[src/rtl/byteswap_unpack_64.sv]
// byteswap_unpack_64
// Unpacks a 64-bit host word into four 16-bit codec samples, lane 0
// (bits [15:0]) first, with optional byte swap inside each 16-bit lane.
// Optional feature: define BYTESWAP_UNPACK_SAMPLE_COUNT_EN to add the
// 32-bit sample_count output and its counter.
//
// state | meaning
// ------+---------------------------------------------------------------
// EMPTY | no word held; s_axis_tready=1, m_axis_tvalid=0
// HOLD  | word held; lane (0..3) is the sample on m_axis_tdata
module byteswap_unpack_64 (
  input  logic        aclk,
  input  logic        areset,
  input  logic        swap,
  input  logic [63:0] s_axis_tdata,
  input  logic        s_axis_tvalid,
  output logic        s_axis_tready,
  output logic [15:0] m_axis_tdata,
  output logic        m_axis_tvalid,
`ifdef BYTESWAP_UNPACK_SAMPLE_COUNT_EN
  input  logic        m_axis_tready,
  output logic [31:0] sample_count
`else
  input  logic        m_axis_tready
`endif
);

  typedef enum logic {
    ST_EMPTY = 1'b0,
    ST_HOLD  = 1'b1
  } state_t;

  state_t      state;
  logic [1:0]  lane;
  logic [63:0] hold_reg;
  logic [63:0] load_word;
  logic [1:0]  next_lane;
  logic [15:0] next_sample;
  logic        s_xfer;
  logic        m_xfer;

  // Byte order of the incoming word is fixed here, at the moment of transfer
  always_comb begin
    load_word = s_axis_tdata;
    if (swap) begin
      load_word = {s_axis_tdata[55:48], s_axis_tdata[63:56],
                   s_axis_tdata[39:32], s_axis_tdata[47:40],
                   s_axis_tdata[23:16], s_axis_tdata[31:24],
                   s_axis_tdata[7:0],   s_axis_tdata[15:8]};
    end
  end

  // Sample presented after the current lane is consumed
  always_comb begin
    next_lane   = lane + 2'd1;
    next_sample = hold_reg[15:0];
    case (next_lane)
      2'd0:    next_sample = hold_reg[15:0];
      2'd1:    next_sample = hold_reg[31:16];
      2'd2:    next_sample = hold_reg[47:32];
      default: next_sample = hold_reg[63:48];
    endcase
  end

  // Ready is combinational on m_axis_tready so lane 3 and the next word's
  // load share a cycle and the output stream has no bubble.
  assign s_axis_tready = !areset &&
                         ((state == ST_EMPTY) ||
                          ((lane == 2'd3) && m_axis_tvalid && m_axis_tready));
  assign s_xfer = s_axis_tvalid && s_axis_tready;
  assign m_xfer = m_axis_tvalid && m_axis_tready;

  // Unpack FSM with registered output sample and valid
  always_ff @(posedge aclk or posedge areset) begin
    if (areset) begin
      state         <= ST_EMPTY;
      lane          <= 2'd0;
      hold_reg      <= 64'd0;
      m_axis_tdata  <= 16'd0;
      m_axis_tvalid <= 1'b0;
    end else begin
      case (state)
        ST_EMPTY: begin
          if (s_xfer) begin
            hold_reg      <= load_word;
            m_axis_tdata  <= load_word[15:0];
            lane          <= 2'd0;
            m_axis_tvalid <= 1'b1;
            state         <= ST_HOLD;
          end
        end
        ST_HOLD: begin
          if (m_xfer) begin
            if (lane != 2'd3) begin
              lane         <= next_lane;
              m_axis_tdata <= next_sample;
            end else if (s_xfer) begin
              hold_reg      <= load_word;
              m_axis_tdata  <= load_word[15:0];
              lane          <= 2'd0;
              m_axis_tvalid <= 1'b1;
            end else begin
              // last sample gone, nothing new: data keeps its last value
              lane          <= 2'd0;
              m_axis_tvalid <= 1'b0;
              state         <= ST_EMPTY;
            end
          end
        end
        default: begin
          state         <= ST_EMPTY;
          lane          <= 2'd0;
          m_axis_tvalid <= 1'b0;
        end
      endcase
    end
  end

`ifdef BYTESWAP_UNPACK_SAMPLE_COUNT_EN
  // Count every emitted sample; wraps naturally at 2^32
  always_ff @(posedge aclk or posedge areset) begin
    if (areset) begin
      sample_count <= 32'd0;
    end else if (m_xfer) begin
      sample_count <= sample_count + 32'd1;
    end
  end
`endif

endmodule

[config.mk]
export PLATFORM = sky130hd
export DESIGN_NAME = byteswap_unpack_64
export DESIGN_NICKNAME = d
export VERILOG_FILES = /design/src/rtl/byteswap_unpack_64.sv
export SDC_FILE = /design/constraint.sdc
export NUM_CORES = 1
export LEC_CHECK = 0
export ABC_CLOCK_PERIOD_IN_PS = 3500
export BUFFER_PORTS_ARGS = -buffer_cell sky130_fd_sc_hd__clkbuf_2
export CORE_ASPECT_RATIO = 1.4
export CORE_UTILIZATION = 57
export DETAILED_ROUTE_END_ITERATION = 6
export GPL_ROUTABILITY_DRIVEN = 0
export PLACE_DENSITY_LB_ADDON = 0.25
export RECOVER_POWER = 100
export SLEW_MARGIN = 20
export SYNTH_ARGS = -nofsm -noshare
export SYNTH_HDL_FRONTEND = slang
export SYNTH_SLANG_ARGS = --single-unit
export TNS_END_PERCENT = 5
[constraint.sdc]
create_clock -name aclk -period 3.5 [get_ports aclk]
set_input_delay 0.7 -clock aclk [delete_from_list [all_inputs] [get_ports aclk]]
set_output_delay 0.7 -clock aclk [all_outputs]
set_load 0.01 [all_outputs]
==> results.md <==
* Initial cell density of the core at approximately 59%
* Fraction of the yosys area taken by sequential cells at a little under half
* Met3 wire len at roughly 350 um
* Number of instances in the synthesized netlist at 377
* Core ar. at approximately 6200 um2
* Share of the clock period used by the worst path at between 70% and 80%
* Area taken by flip-flops and latches at 1702 um2
* Initial drt markers at 200
* Top flip-flop cell by instance count after synthesis: sky130_fd_sc_hd__dfrtp_1
* Reg2Reg Depth at 5
* Maximum clock skew at final layout at ~13 ps
* Final-report max-slew violation count at 38
* Clock latency reported for the late side of the worst-skew pair at between 300 and 400 ps
* Total of hold buffers inserted after clock tree synthesis at 0
* Leading cell type by number of instances after synthesis: sky130_fd_sc_hd__dfrtp_1
* Final layout net count at 520
* Clock Sink Count at between 60 and 70
* Share of total power in combinational logic at about 39%
* Beginning of the worst register-to-register path: lane[0]$_DFFE_PP0P_
* List of most frequent post-synthesis cells: sky130_fd_sc_hd__dfrtp_1, sky130_fd_sc_hd__mux2i_1, sky130_fd_sc_hd__nand2_1, sky130_fd_sc_hd__o21ai_0
* Count of nets left with antenna violations after detail routing at 0
* Cell chosen for the clock root: sky130_fd_sc_hd__clkbuf_8
* Violations in the final reports: capacitance limit, slew limit
* CTS tree: built
* Register-to-Register Setup Slack at a little under 900 ps
* Unrepaired setup endpoints after global routing: no
* Port-buffer cells at between 80 and 90
* Synthesized area at 3652 um2
* Max Clk Rate at 381.4 MHz
* Post-Route M1 WL at around 3.5 mm
* CP cell instances: ha_1, nand2b_1, a21oi_1, nor2_1, nor3_1
* Pin count of the biggest net entering global routing at 66
* Worst path arrival time at roughly 2900 ps
* Post-DR wirelength/cell at about 16 um
* Number of failing hold endpoints at the final stage at 0
* PwrDens at ~800 nW/um2
* Peak ir drop on the vdd network at approximately 0.00043 V
* Total area of multi-input combinational cells at 1788 um2
* Area fraction of the dominant cell type after synthesis at between 40% and 50%
* Leakage power figure at between 0.002 and 0.0025 uW
* Total Wirelength at between 8 and 9 mm
* Setup-violating endpoint count in the final report at 0
* Cell accounting for the most synthesized area: sky130_fd_sc_hd__dfrtp_1
* Post-synth net total at 450
* Psw at around 1400 uW
* Wire length of the first global-routing pass at about 14 mm
* Async S/R FF share, synth at 100.0%
* Worst Max-Slew Pin Slew at approximately 1900 ps
* Number of antenna violations at the first check in global routing at 0
* Met2 routed wirelength at ~4.4 mm
* Accumulated negative setup slack at 0 ps
* Post-route DRC violation count at 0
* Power share of the clock group at about a fifth
* Critical Path End Type: flip-flop
* Worst flop-to-flop path endpoint: m_axis_tdata[1]$_DFFE_PP0N_
* Class of the most critical setup path: reg -> reg
* Average footprint of a synthesized cell at 9.688 um2
* Synth cell types at 23
* Share of cells above drive strength 1 at ~20%
* Largest fanout of any net on the critical path at 16
* Max stage delay on crit path at between 1000 and 1500 ps
* Switching fraction of total power at 39.50%
* Biggest area contributors in the synthesized netlist: sky130_fd_sc_hd__dfrtp_1, sky130_fd_sc_hd__mux2i_1, sky130_fd_sc_hd__o21ai_0
* Count of flip-flops with a built-in enable after synthesis at 0
* Width of the die at 69.65 um
* 1st-pass router iterations at 4
* Via-to-Cell Ratio at 5.872
* Total number of vias at 3077
* Slew headroom at -28.32%
* Total global-route track usage at a little over a quarter
* Placement Rows at 34
* Share of power burned in registers at 41.4%
* Total inserted antenna cells at 0
* Clock edge transition at the registers on the reported setup and hold paths at ~80 ps
* Critical path launch point type: flip-flop
* Buffer levels on the longest clock path at 2
* Cell internal pwr at roughly 2100 uW
* Number of buffers added for setup after CTS at 0
* Worst Hold Slack at around 310 ps
* Via count of the first global-routing pass at about 3000
* Top routing layer in use: met4
* Num CTS Buffers at 9
* HPWL Detailed at between 6 and 7 mm
* Flip-flop count of the largest register after layout at 48
* Layout-stage area growth over the synthesis result at 16.75%
* Final period demand of the worst path at around 2600 ps
* Class of the tightest hold or removal check: in -> async
* Slowest cell on crit path: sky130_fd_sc_hd__a21oi_1
* Overflow left after global routing at 0
* Die height at ~97 um
* Total of flip-flops plus latches after synthesis at 68
* Max-Cap Viols at 1
* Number of filler cells placed in the layout at 505
* I/O pin count at 87
* CTS H-Tree Depth at 3
* Post-cts resize count at 0
* Required time worst endpoint at 3750 ps
* Die footprint at 6736 um2
* Yosys Warn Count at 0
* Outcome: finished, violations left
==> power by group through the flow <==
stage / clock [uW] / sequential (uW) / combinational (uW)
6_report: 675 / 1440 / 1360
5_1_grt: 716 / 1470 / 1510
4_1_cts: 676 / 1430 / 1390
3_5_place_dp: 0 / 1450 / 1380
3_3_place_gp: 0 / 1430 / 1330
2_1_floorplan: 0 / 1390 / 953
==> final cells by class <==
class                   count  share of cell area [%]
repair buffers             92                   10.77
flip-flops and latches     68                   39.91
multi-input cells         272                   41.93
clock buffers              11                   3.550
clock inverters             5                   1.379
well taps                  72                   2.113
inverters                   4                  0.3521
==> cells in the final DEF (no fill, tap or decap) <==
cell,Yosys,final
sky130_fd_sc_hd__o21ai_0,50,50
sky130_fd_sc_hd__buf_4,0,4
sky130_fd_sc_hd__nor3_1,17,17
sky130_fd_sc_hd__a21o_2,0,1
sky130_fd_sc_hd__o32a_1,11,11
sky130_fd_sc_hd__dfrtp_1,68,68
sky130_fd_sc_hd__a21oi_1,14,15
sky130_fd_sc_hd__clkbuf_2,0,66
sky130_fd_sc_hd__nand2_1,53,53
sky130_fd_sc_hd__ha_1,4,4
sky130_fd_sc_hd__a22oi_1,5,5
sky130_fd_sc_hd__inv_6,0,1
sky130_fd_sc_hd__clkinv_2,0,1
sky130_fd_sc_hd__nand2b_1,3,3
sky130_fd_sc_hd__buf_12,0,1
sky130_fd_sc_hd__clkbuf_8,0,11
sky130_fd_sc_hd__clkinvlp_4,0,2
sky130_fd_sc_hd__inv_1,4,4
sky130_fd_sc_hd__nor2b_1,17,17
sky130_fd_sc_hd__a221oi_1,11,11
sky130_fd_sc_hd__mux2i_1,60,60
sky130_fd_sc_hd__a211oi_1,8,8
sky130_fd_sc_hd__nor2_1,10,10
sky130_fd_sc_hd__nand3_1,4,4
sky130_fd_sc_hd__a211oi_2,2,2
sky130_fd_sc_hd__a21boi_1,1,1
sky130_fd_sc_hd__clkbuf_1,13,21
sky130_fd_sc_hd__bufinv_16,0,1
==> worst max-delay path by stage <==
stage,from,to,cells past startpoint
global route,areset,hold_reg[35]$_DFFE_PP0P_,3
global placement,areset,hold_reg[46]$_DFFE_PP0P_,5
detailed placement,areset,hold_reg[42]$_DFFE_PP0P_,5
finish,lane[0]$_DFFE_PP0P_,m_axis_tdata[1]$_DFFE_PP0N_,5
CTS,lane[0]$_DFFE_PP0P_,hold_reg[42]$_DFFE_PP0P_,5
floorplan,areset,hold_reg[16]$_DFFE_PP0P_,1
==> per-layer routing <==
layer / vias to the layer above / global-route usage (%)
met4: 0 / 13.54
met3: 25 / 3.229
met1: 1456 / 34.53
met5: - / 0
li1: 1503 / -
met2: 93 / 46.00
==> worst max-delay path, delay by kind of cell (launching register included) <==
family	cells	cell delay, ps
adders and majority gates	1	280
and+or+nand+nor	3	690
AOI/OAI and AO/OA	1	1100
DFF	1	450
==> logic make-up after synthesis <==
kind of cell | Yosys count | synth area share [%]
adders and majority gates | 4 | 1.370
and+or+nand+nor | 104 | 12.78
DFF | 68 | 46.59
AOI/OAI and AO/OA | 104 | 18.43
muxes | 60 | 16.44
buffers and inverters | 37 | 4.385
==> metrics by stage <==
stage / utilization, % / setup WS, ps / power (uW) / cells / area (um2)
final: 68.65 / 878.2 / 3470 / 524 / 4264
after CTS: 69.22 / 1229 / 3497 / 524 / 4299
after global placement: 65.83 / 1169 / 2762 / 508 / 4089
after floorplan: - / 1088 / 2345 / 377 / 3652
after global routing: 68.65 / 592.8 / 3705 / 524 / 4264
after detailed placement: 65.83 / 1127 / 2828 / 508 / 4089
Power figures use the tool's default switching activity.
